### src/rtl/micro_sequencer.sv
// Microprogram sequencer: computes the next control-store address (uPC) from the
// current microword's next-address fields, ALU flags and the IR opcode.
// Optional microcycle watchdog is enabled with `define MICRO_SEQ_WATCHDOG_EN.
module micro_sequencer #(
  parameter int ADDR_W      = 10,
  parameter int FETCH_ADDR  = 0,
  parameter int MAX_UCYCLES = 64
) (
  input  logic              clk,
  input  logic              reset,
  input  logic [2:0]        next_mode,
  input  logic [2:0]        cond_sel,
  input  logic [ADDR_W-1:0] branch_addr,
  input  logic [7:0]        opcode,
  input  logic              z_flag,
  input  logic              n_flag,
  input  logic              stall,
  output logic [ADDR_W-1:0] upc,
  output logic              wide_active,
  output logic              instr_done,
  output logic              illegal_op,
  output logic              seq_error,
  output logic [15:0]       retired_cnt
);

  typedef enum logic [2:0] {
    MODE_SEQ   = 3'b000,
    MODE_COND  = 3'b001,
    MODE_JUMP  = 3'b010,
    MODE_FETCH = 3'b110,
    MODE_MAP   = 3'b111
  } mode_t;

  localparam logic [ADDR_W-1:0] FETCH_UPC = ADDR_W'(FETCH_ADDR);
  localparam logic [2:0]        COND_WIDE = 3'b111;

  // The watchdog counter is 7 bits wide, so the limit must fit in it.
  if (MAX_UCYCLES < 1 || MAX_UCYCLES > 127) begin : g_bad_limit
    $error("MAX_UCYCLES must be in 1..127");
  end

  // Dispatch ROM: returns {hit, entry}; wide entries exist only for a few opcodes.
  function automatic logic [ADDR_W:0] map_entry(input logic [7:0] op, input logic wide);
    logic [ADDR_W-1:0] entry;
    logic              hit;
    hit   = 1'b1;
    entry = '0;
    case (op)
      8'h60: entry = ADDR_W'(4);
      8'h64: entry = ADDR_W'(13);
      8'h7E: entry = ADDR_W'(22);
      8'hB0: entry = ADDR_W'(31);
      8'hA7: entry = ADDR_W'(40);
      8'h99: entry = ADDR_W'(44);
      8'h9B: entry = ADDR_W'(51);
      8'h9F: entry = ADDR_W'(58);
      8'h00: entry = ADDR_W'(68);
      8'h57: entry = ADDR_W'(69);
      8'h59: entry = ADDR_W'(70);
      8'h15: entry = wide ? ADDR_W'(75)  : ADDR_W'(86);
      8'h36: entry = wide ? ADDR_W'(97)  : ADDR_W'(108);
      8'h10: entry = wide ? ADDR_W'(119) : ADDR_W'(130);
      8'h5F: entry = ADDR_W'(141);
      8'hC4: entry = ADDR_W'(152);
      8'h13: entry = ADDR_W'(153);
      8'h84: entry = wide ? ADDR_W'(240) : ADDR_W'(165);
      8'hB6: entry = ADDR_W'(181);
      8'hAC: entry = ADDR_W'(218);
      default: hit = 1'b0;
    endcase
    return {hit, entry};
  endfunction

  logic [ADDR_W-1:0] upc_nx;
  logic              wide_nx;
  logic              done_nx;
  logic              illegal_nx;
  logic              error_nx;
  logic [15:0]       retired_nx;
  logic [ADDR_W:0]   map_res;
  logic              taken;

`ifdef MICRO_SEQ_WATCHDOG_EN
  logic [6:0] wd_cnt;
  logic       wd_fire;
  assign wd_fire = (wd_cnt == 7'(MAX_UCYCLES));
`endif

  assign map_res = map_entry(opcode, wide_active);

  always_comb begin
    case (cond_sel)
      3'b000:  taken = z_flag;
      3'b001:  taken = n_flag;
      3'b010:  taken = 1'b1;
      default: taken = 1'b0;
    endcase
  end

  // NOTE: every output of this block gets a default first so no path leaves it unassigned (no latches).
  always_comb begin
    upc_nx     = upc;
    wide_nx    = wide_active;
    retired_nx = retired_cnt;
    done_nx    = 1'b0;
    illegal_nx = 1'b0;
    error_nx   = 1'b0;
    if (!stall) begin
      case (mode_t'(next_mode))
        MODE_SEQ: begin
          upc_nx   = upc + 1'b1;
          error_nx = (upc == '1);
        end
        MODE_COND: begin
          if (taken) begin
            upc_nx = branch_addr;
          end else begin
            upc_nx   = upc + 1'b1;
            error_nx = (upc == '1);
          end
        end
        MODE_JUMP: upc_nx = branch_addr;
        MODE_FETCH: begin
          upc_nx = FETCH_UPC;
          if (cond_sel == COND_WIDE) begin
            wide_nx = 1'b1;
          end else begin
            done_nx    = 1'b1;
            retired_nx = retired_cnt + 16'd1;
          end
        end
        MODE_MAP: begin
          upc_nx     = map_res[ADDR_W] ? map_res[ADDR_W-1:0] : FETCH_UPC;
          illegal_nx = ~map_res[ADDR_W];
          wide_nx    = 1'b0;
        end
        default: begin
          upc_nx   = FETCH_UPC;
          error_nx = 1'b1;
        end
      endcase
`ifdef MICRO_SEQ_WATCHDOG_EN
      // A runaway microroutine is aborted back to fetch; it does not retire.
      if (wd_fire) begin
        upc_nx     = FETCH_UPC;
        wide_nx    = 1'b0;
        retired_nx = retired_cnt;
        done_nx    = 1'b0;
        illegal_nx = 1'b0;
        error_nx   = 1'b1;
      end
`endif
    end
  end

  // NOTE: sequential state uses non-blocking assignments so all registers update together.
  always_ff @(posedge clk) begin
    if (reset) begin
      upc         <= FETCH_UPC;
      wide_active <= 1'b0;
      retired_cnt <= '0;
      instr_done  <= 1'b0;
      illegal_op  <= 1'b0;
      seq_error   <= 1'b0;
    end else begin
      upc         <= upc_nx;
      wide_active <= wide_nx;
      retired_cnt <= retired_nx;
      instr_done  <= done_nx;
      illegal_op  <= illegal_nx;
      seq_error   <= error_nx;
    end
  end

`ifdef MICRO_SEQ_WATCHDOG_EN
  always_ff @(posedge clk) begin
    if (reset) begin
      wd_cnt <= '0;
    end else if (!stall) begin
      if (wd_fire || next_mode == MODE_FETCH || next_mode == MODE_MAP) begin
        wd_cnt <= '0;
      end else begin
        wd_cnt <= wd_cnt + 7'd1;
      end
    end
  end
`endif

endmodule

### config.mk
export PLATFORM = sky130hd
export DESIGN_NAME = micro_sequencer
export DESIGN_NICKNAME = d
export VERILOG_FILES = /design/src/rtl/micro_sequencer.sv
export SDC_FILE = /design/constraint.sdc
export NUM_CORES = 1
export LEC_CHECK = 0
export CAP_MARGIN = 20
export CORE_MARGIN = 2
export CORE_UTILIZATION = 50
export CTS_BUF_LIST = sky130_fd_sc_hd__clkbuf_2 sky130_fd_sc_hd__clkbuf_4 sky130_fd_sc_hd__clkbuf_8
export DETAILED_ROUTE_END_ITERATION = 7
export HOLD_SLACK_MARGIN = 0.06
export PLACE_DENSITY_LB_ADDON = 0.15
export SYNTH_ARGS = -nofsm -noshare
export SYNTH_HDL_FRONTEND = slang
export SYNTH_SLANG_ARGS = --single-unit
### constraint.sdc
create_clock -name clk -period 5.2 [get_ports clk]
set_input_delay 0.52 -clock clk [delete_from_list [all_inputs] [get_ports clk]]
set_output_delay 0.52 -clock clk [all_outputs]
set_load 0.02 [all_outputs]
==> run_results.csv, run 1 <==
group,metric,value,unit
synth,synth_top_family_by_area,"simple AND/OR/NAND/NOR gates",
timing,setup_viol,0,
placement,dpl.hpwl,4800,µm
synth,synthAdderAreaFrac,1.06,%
clock_network,cts_root_buf,"clkbuf_8",
worst_setup_path,cp.required,5.41,ns
synth,synth_seq_cells,30,
drt,drt_iter0_markers,149,
worst_setup_path,arrival,3.29,ns
clock_network,insertion_delay,0.29,ns
timing,rsz0062_at_grt,"false",
placement,place.gp.congestion,0.979,
drt,vias,2579,
synth,synth-simple-area-share,37.9,%
die,core_region_area,4660,µm²
grt,grt_remaining_overflow,0,
job,maxCapViolations,0,
die,die_h,72.9,µm
placement,port_buffers,58,
timing,hold_ws,0.500,ns
grt,grt_antenna_before_repair,0,
synth,netlist_instances,315,
worst_hold_path,holdPathStages,2,
synth,synth_top_cells_by_count,"dfxtp_1, nand2_1, nor2_1",
worst_setup_path,worstReg2RegEnd,"upc[2]$_SDFFE_PP0N_",
pwr,vdd_drop_max,0.128,mV
status,run_status,"finished, final reports clean",
die,die_w,72.9,µm
pwr,pwr_density_cell,175,nW/µm²
worst_setup_path,crit_fanout,24,
worst_setup_path,cp-start-kind,"primary input",
final_layout,nets,389,
synth,ys_types,67,
synth,synth_top_area_cell,"dfxtp_1",
timing,tns,0,ns
synth,yosysMostFrequentCell,"dfxtp_1",
synth,syn_nets,346,
worst_setup_path,reg2reg_slack,2.81,ns
timing,max-slew-margin-rel,44.4,%
drt,wire_per_inst,16.3,µm
timing,drv_slew,0,
synth,synth_compound_gate_area_share,23.7,%
synth,synth_edf_count,0,
timing,finalHoldViolations,0,
worst_setup_path,critPathKind,"primary input to flip-flop",
worst_setup_path,crit_start,"opcode[2]",
synth,ys.warnings.count,0,
worst_setup_path,endpoint,"upc[2]$_SDFFE_PP0N_",
timing,fmax,325,MHz
timing,post-route-min-period,3.08,ns
die,initial_core_util,50.9,%
grt,grt_use_total,25.4,%
clock_network,clock-sinks,30,
synth,avgSynthCellArea,7.53,µm²
die,rows,25,
die,die-area,5310,µm²
pwr,p_leak,1.02,nW
drt,ant_nets,0,
grt,grt_max_degree,30,
drt,remaining_drc_errors,0,
timing,tightestPinTransition,0.832,ns
timing,finalClockSkew,0.00414,ns
synth,yosysSeqAreaShare,25.3,%
clock_network,cts_resized,0,
synth,synth.area.top_cells,"dfxtp_1, nand2_1, o21ai_0",
synth,synth_area,2370,µm²
timing,post-route-period-util,59.2,%
grt,grt_pass1_wl,10600,µm
clock_network,htree_levels,2,
worst_setup_path,r2r-start,"wide_active$_SDFFE_PP0P_",
worst_hold_path,hold_path_class,"flip-flop to flip-flop",
clock_network,ctsHoldBuffers,0,
final_layout,nFillCells,451,
clock_network,cts_buffers,5,
clock_network,path_clk_slew,0.07,ns
drt,firstDrtPassIters,5,
clock_network,cts.path.max_buffers,2,
synth,async_reset_ff_share,0,%
final_layout,drive_above_1_share,6.96,%
die,ios,59,
synth,synth_top_area_share,25.3,%
synth,synth_xor_area_share,5.54,%
final_layout,n_antenna_cell,0,
worst_setup_path,r2r_cells,6,
clock_network,cts_tree,"yes",
synth,synthMuxAreaShare,0.844,%
drt,avgViaCountPerCell,6.24,
pwr,report.power.total,0.530,mW
clock_network,post_cts_buffers,0,
drt,routed_wl,6720,µm
final_layout,area_delta_synth_final,27.9,%
worst_setup_path,cp-end-kind,"flip-flop",
synth,synthFlopType,"dfxtp_1",
grt,grt_pass1_vias,2196,
[worst max-delay path, stage by stage]
cell and delay (ns):
clkdlybuf4s50_1 0.84, or3b_2 0.65, a2111oi_0 0.68, nor4_1 0.14, a31oi_1 0.22, a221oi_1 0.06
o21ai_0 0.17
[how the worst min path moves through the flow]
stage	to	slack [ns]	start
4_1_cts	retired_cnt[10]$_SDFFE_PP0P_	0.51	retired_cnt[10]$_SDFFE_PP0P_
5_1_grt	retired_cnt[10]$_SDFFE_PP0P_	0.54	retired_cnt[10]$_SDFFE_PP0P_
2_1_floorplan	retired_cnt[10]$_SDFFE_PP0P_	0.57	retired_cnt[10]$_SDFFE_PP0P_
3_5_place_dp	retired_cnt[10]$_SDFFE_PP0P_	0.50	retired_cnt[10]$_SDFFE_PP0P_
3_3_place_gp	retired_cnt[10]$_SDFFE_PP0P_	0.48	retired_cnt[10]$_SDFFE_PP0P_
6_report	retired_cnt[10]$_SDFFE_PP0P_	0.50	retired_cnt[10]$_SDFFE_PP0P_
[through the flow]
step	worst slack, ns	instance area [µm²]	util (%)	cells
detailed placement	1.90	2910	62.4	404
global placement	1.95	2910	62.4	404
CTS	2.20	3000	64.5	412
floorplan	2.91	2370	-	315
global route	2.00	3030	65.0	413
finish	2.12	3030	65.0	413
[final cells by class]
| type | instances | area, µm² | area share [%] |
|---|---|---|---|
| clock buffers | 6 | 82.6 | 2.72 |
| inverters | 6 | 22.5 | 0.743 |
| multi-input cells | 256 | 1640 | 54.0 |
| well taps | 54 | 67.6 | 2.23 |
| clock inverters | 2 | 12.5 | 0.413 |
| flip-flops and latches | 30 | 601 | 19.8 |
| repair buffers | 59 | 608 | 20.1 |
[cells in the final DEF (no fill, tap or decap), drive strengths merged, types with 5 or more instances in the layout]
cell,netlist,layout
clkdlybuf4s50,0,58
nand3,12,12
clkbuf,13,6
or4,6,6
nor3,14,14
a21oi,16,16
dfxtp,30,30
nor4,8,8
xnor2,7,7
nand2,29,29
nand2b,5,5
or3,8,8
xor2,8,8
inv,6,6
or2,5,5
o21ai,21,21
a21o,7,7
nand4,6,6
nor2,24,24
and3,10,10
[layer usage]
layer,wire length [µm],share of wire [%],vias to the layer above,track usage [%]
met4,131,1.9,0,9.67
met5,0,0,-,0
met2,3100,46,97,38.9
met3,435,6.5,12,4.28
met1,3050,45,1193,35.5
li1,-,-,1277,-
[kinds of logic (layout without fill, tap and decap cells)]
family,Yosys count,after routing
AOI/OAI and AO/OA,81,81
xor gates and xnor gates,15,15
adders and majority gates,2,2
buffers and inverters,29,73
DFF,30,30
muxes,2,2
and+or+nand+nor,156,156
[where the power goes]
group	total, mW	switching, mW	leakage, nW	internal [mW]
clock	0.198	0.0915	0.0472	0.106
combinational	0.0967	0.0527	0.730	0.0440
sequential	0.235	0.00329	0.242	0.232
total	0.530	0.147	1.02	0.382
[state kept, by name, summed over array words and instances (netlist names)]
| name | flops |
|---|---|
| instr_done | 1 |
| seq_error | 1 |
| illegal_op | 1 |
| upc | 10 |
| wide_active | 1 |
| retired_cnt | 16 |
(Power assumes the default switching activity.)
==> run 2, diff against run 1 <==
==> constraint.sdc (replaced) <==
create_clock -name clk -period 3 [get_ports clk]
set_input_delay 0.3 -clock clk [delete_from_list [all_inputs] [get_ports clk]]
set_output_delay 0.3 -clock clk [all_outputs]
set_load 0.02 [all_outputs]
==> run 2 against run 1 <==
Clock skew rose by 0.0063 ns; hold slack improved by 0.0059 ns; clock power increased by 73%; first-iteration DRC count rose by 59%; combinational power grew 90%; sequential share of layout area down 0.77 points; non-clock buffer count increased by 19; total power rose by 76%; count of clock-buffer cells in the layout stayed put; critical path depth unchanged; via count increased by 3.3%; register-to-register slack worse by 2.0 ns; critical endpoint is now upc[5]$_SDFFE_PP0N_; largest cell class unchanged; highest routed layer unchanged.
==> run_results.csv, run 2 (synthesis results as in run 1) <==
group,metric,value,unit
clock_network,clock-sinks,30,
timing,tightestPinTransition,0.518,ns
clock_network,htree_levels,2,
worst_setup_path,cp-start-kind,"primary input",
grt,grt_pass1_vias,2274,
pwr,report.power.total,0.932,mW
worst_setup_path,cp-end-kind,"flip-flop",
die,rows,25,
pwr,p_sw_share,27.8,%
worst_setup_path,path_cells,"clkdlybuf4s50_1, or4b_4, or4_4, nand3_2, a211o_4, o211ai_2, a221oi_2",
clock_network,cts_root_buf,"clkbuf_8",
placement,dpl.hpwl,5070,µm
worst_hold_path,hold_path_class,"flip-flop to flip-flop",
timing,post-route-min-period,2.55,ns
die,ios,59,
pwr,clkPwrFrac,36.7,%
final_layout,layout_common_cells,"clkdlybuf4s50_1, dfxtp_1, nand2_1, nor2_1, buf_4",
timing,max-slew-margin-rel,65.3,%
pwr,pwr_density_cell,296,nW/µm²
die,core_region_area,4660,µm²
worst_hold_path,hold_start,"retired_cnt[10]$_SDFFE_PP0P_",
die,die_w,72.9,µm
worst_setup_path,crit_start,"opcode[4]",
final_layout,nFillCells,410,
pwr,power_frac_comb,19.7,%
pwr,p_switching,0.259,mW
final_layout,largest_register_ffs,16,
final_layout,top_regs,"retired_cnt x16, upc x10",
drt,vias,2665,
pwr,p_leak,1.10,nW
pwr,sequentialPowerShare,43.5,%
grt,grt_remaining_overflow,0,
timing,tns,0,ns
pwr,vdd_drop_max,0.210,mV
final_layout,top_register,"retired_cnt",
final_layout,final_common_cell,"clkdlybuf4s50_1",
drt,wire_per_inst,15.7,µm
timing,fmax,392,MHz
timing,finalClockSkew,0.0104,ns
worst_setup_path,crit_fanout,18,
final_layout,drive_above_1_share,11.6,%
die,die-area,5310,µm²
drt,routed_wl,6780,µm
clock_network,cts_buffers,5,
worst_setup_path,arrival,2.74,ns
grt,grt_pass1_wl,10700,µm
final_layout,n_antenna_cell,0,
timing,rsz0062_at_grt,"false",
drt,firstDrtPassIters,5,
drt,drt_iter0_markers,237,
clock_network,cts_tree,"yes",
final_layout,area_delta_synth_final,33.0,%
timing,hold_ws,0.506,ns
clock_network,ctsHoldBuffers,0,
job,maxCapViolations,0,
worst_setup_path,r2r-start,"wide_active$_SDFFE_PP0P_",
final_layout,nets,408,
clock_network,cts.path.max_buffers,2,
clock_network,post_cts_buffers,0,
worst_setup_path,cp.required,3.19,ns
timing,drv_slew,0,
clock_network,insertion_delay,0.28,ns
status,run_status,"finished, final reports clean",
worst_setup_path,cp_slowest_stage_delay,0.79,ns
placement,place.gp.congestion,0.949,
pwr,internal_power,0.673,mW
grt,grt_use_total,25.6,%
drt,remaining_drc_errors,0,
clock_network,cts_resized,0,
grt,grt_antenna_before_repair,0,
drt,ant_nets,0,
timing,setup_viol,0,
placement,port_buffers,58,
clock_network,path_clk_slew,0.07,ns
timing,post-route-period-util,85.1,%
grt,grt_max_degree,30,
worst_setup_path,cp_slowest_cell,"clkdlybuf4s50_1",
die,die_h,72.9,µm
worst_setup_path,crit_buf_inv,1,
drt,avgViaCountPerCell,6.17,
timing,finalHoldViolations,0,
worst_setup_path,critPathKind,"primary input to flip-flop",
worst_setup_path,cp_top_family,"simple AND/OR/NAND/NOR gates",
die,initial_core_util,50.9,%
## run 2: cell types whose count changed in the layout (fill, tap and decap cells not counted)
| cell | delta |
|---|---|
| buf_16 | -1 |
| buf_4 | +20 |
## run 2: metal layers
metal  global-route usage (%)  share of wire [%]  vias up
li1                         -                  -     1309
met1                     34.7                 43     1204
met2                     39.9                 46      133
met3                     5.39                7.8       19
met4                     9.67                2.7        0
met5                        0                  0        -
## run 2: final timing paths
check | end | slack, ns | cells past startpoint
max | upc[5]$_SDFFE_PP0N_ | 0.45 | 7
min | retired_cnt[10]$_SDFFE_PP0P_ | 0.51 | 2
max reg2reg | upc[5]$_SDFFE_PP0N_ | 0.86 | 7
min reg2reg | retired_cnt[10]$_SDFFE_PP0P_ | 0.51 | 2
## run 2: through the flow
stage / util, % / setup WS [ns] / cell area [µm²] / cells
global placement: 65.6 / 0.239 / 3060 / 424
detailed placement: 65.6 / 0.221 / 3060 / 424
finish: 67.7 / 0.446 / 3150 / 432
global route: 67.7 / 0.319 / 3150 / 432
floorplan: - / 0.926 / 2370 / 315
CTS: 67.7 / 0.486 / 3150 / 432
## run 2: worst min-delay path, stage by stage (launching register included)
cell,delay (ns)
dfxtp_1,0.33
o21ai_0,0.07
a21oi_1,0.06
## run 2: layout make-up
| cell class | instances | area (µm²) | share of cell area (%) |
|---|---|---|---|
| Multi-Input combinational cell | 256 | 1640 | 51.9 |
| Timing Repair Buffer | 78 | 731 | 23.2 |
| Sequential cell | 30 | 601 | 19.0 |
| Clock buffer | 6 | 82.6 | 2.62 |
| Tap cell | 54 | 67.6 | 2.14 |
| Inverter | 6 | 22.5 | 0.714 |
| Clock inverter | 2 | 12.5 | 0.397 |
## run 2: power by group through the flow
stage	logic (mW)	registers [mW]	clock network (mW)
after detailed placement	0.180	0.415	0
after global routing	0.198	0.406	0.370
final	0.184	0.406	0.342
after floorplan	0.0964	0.419	0
after global placement	0.179	0.415	0
after CTS	0.182	0.406	0.348
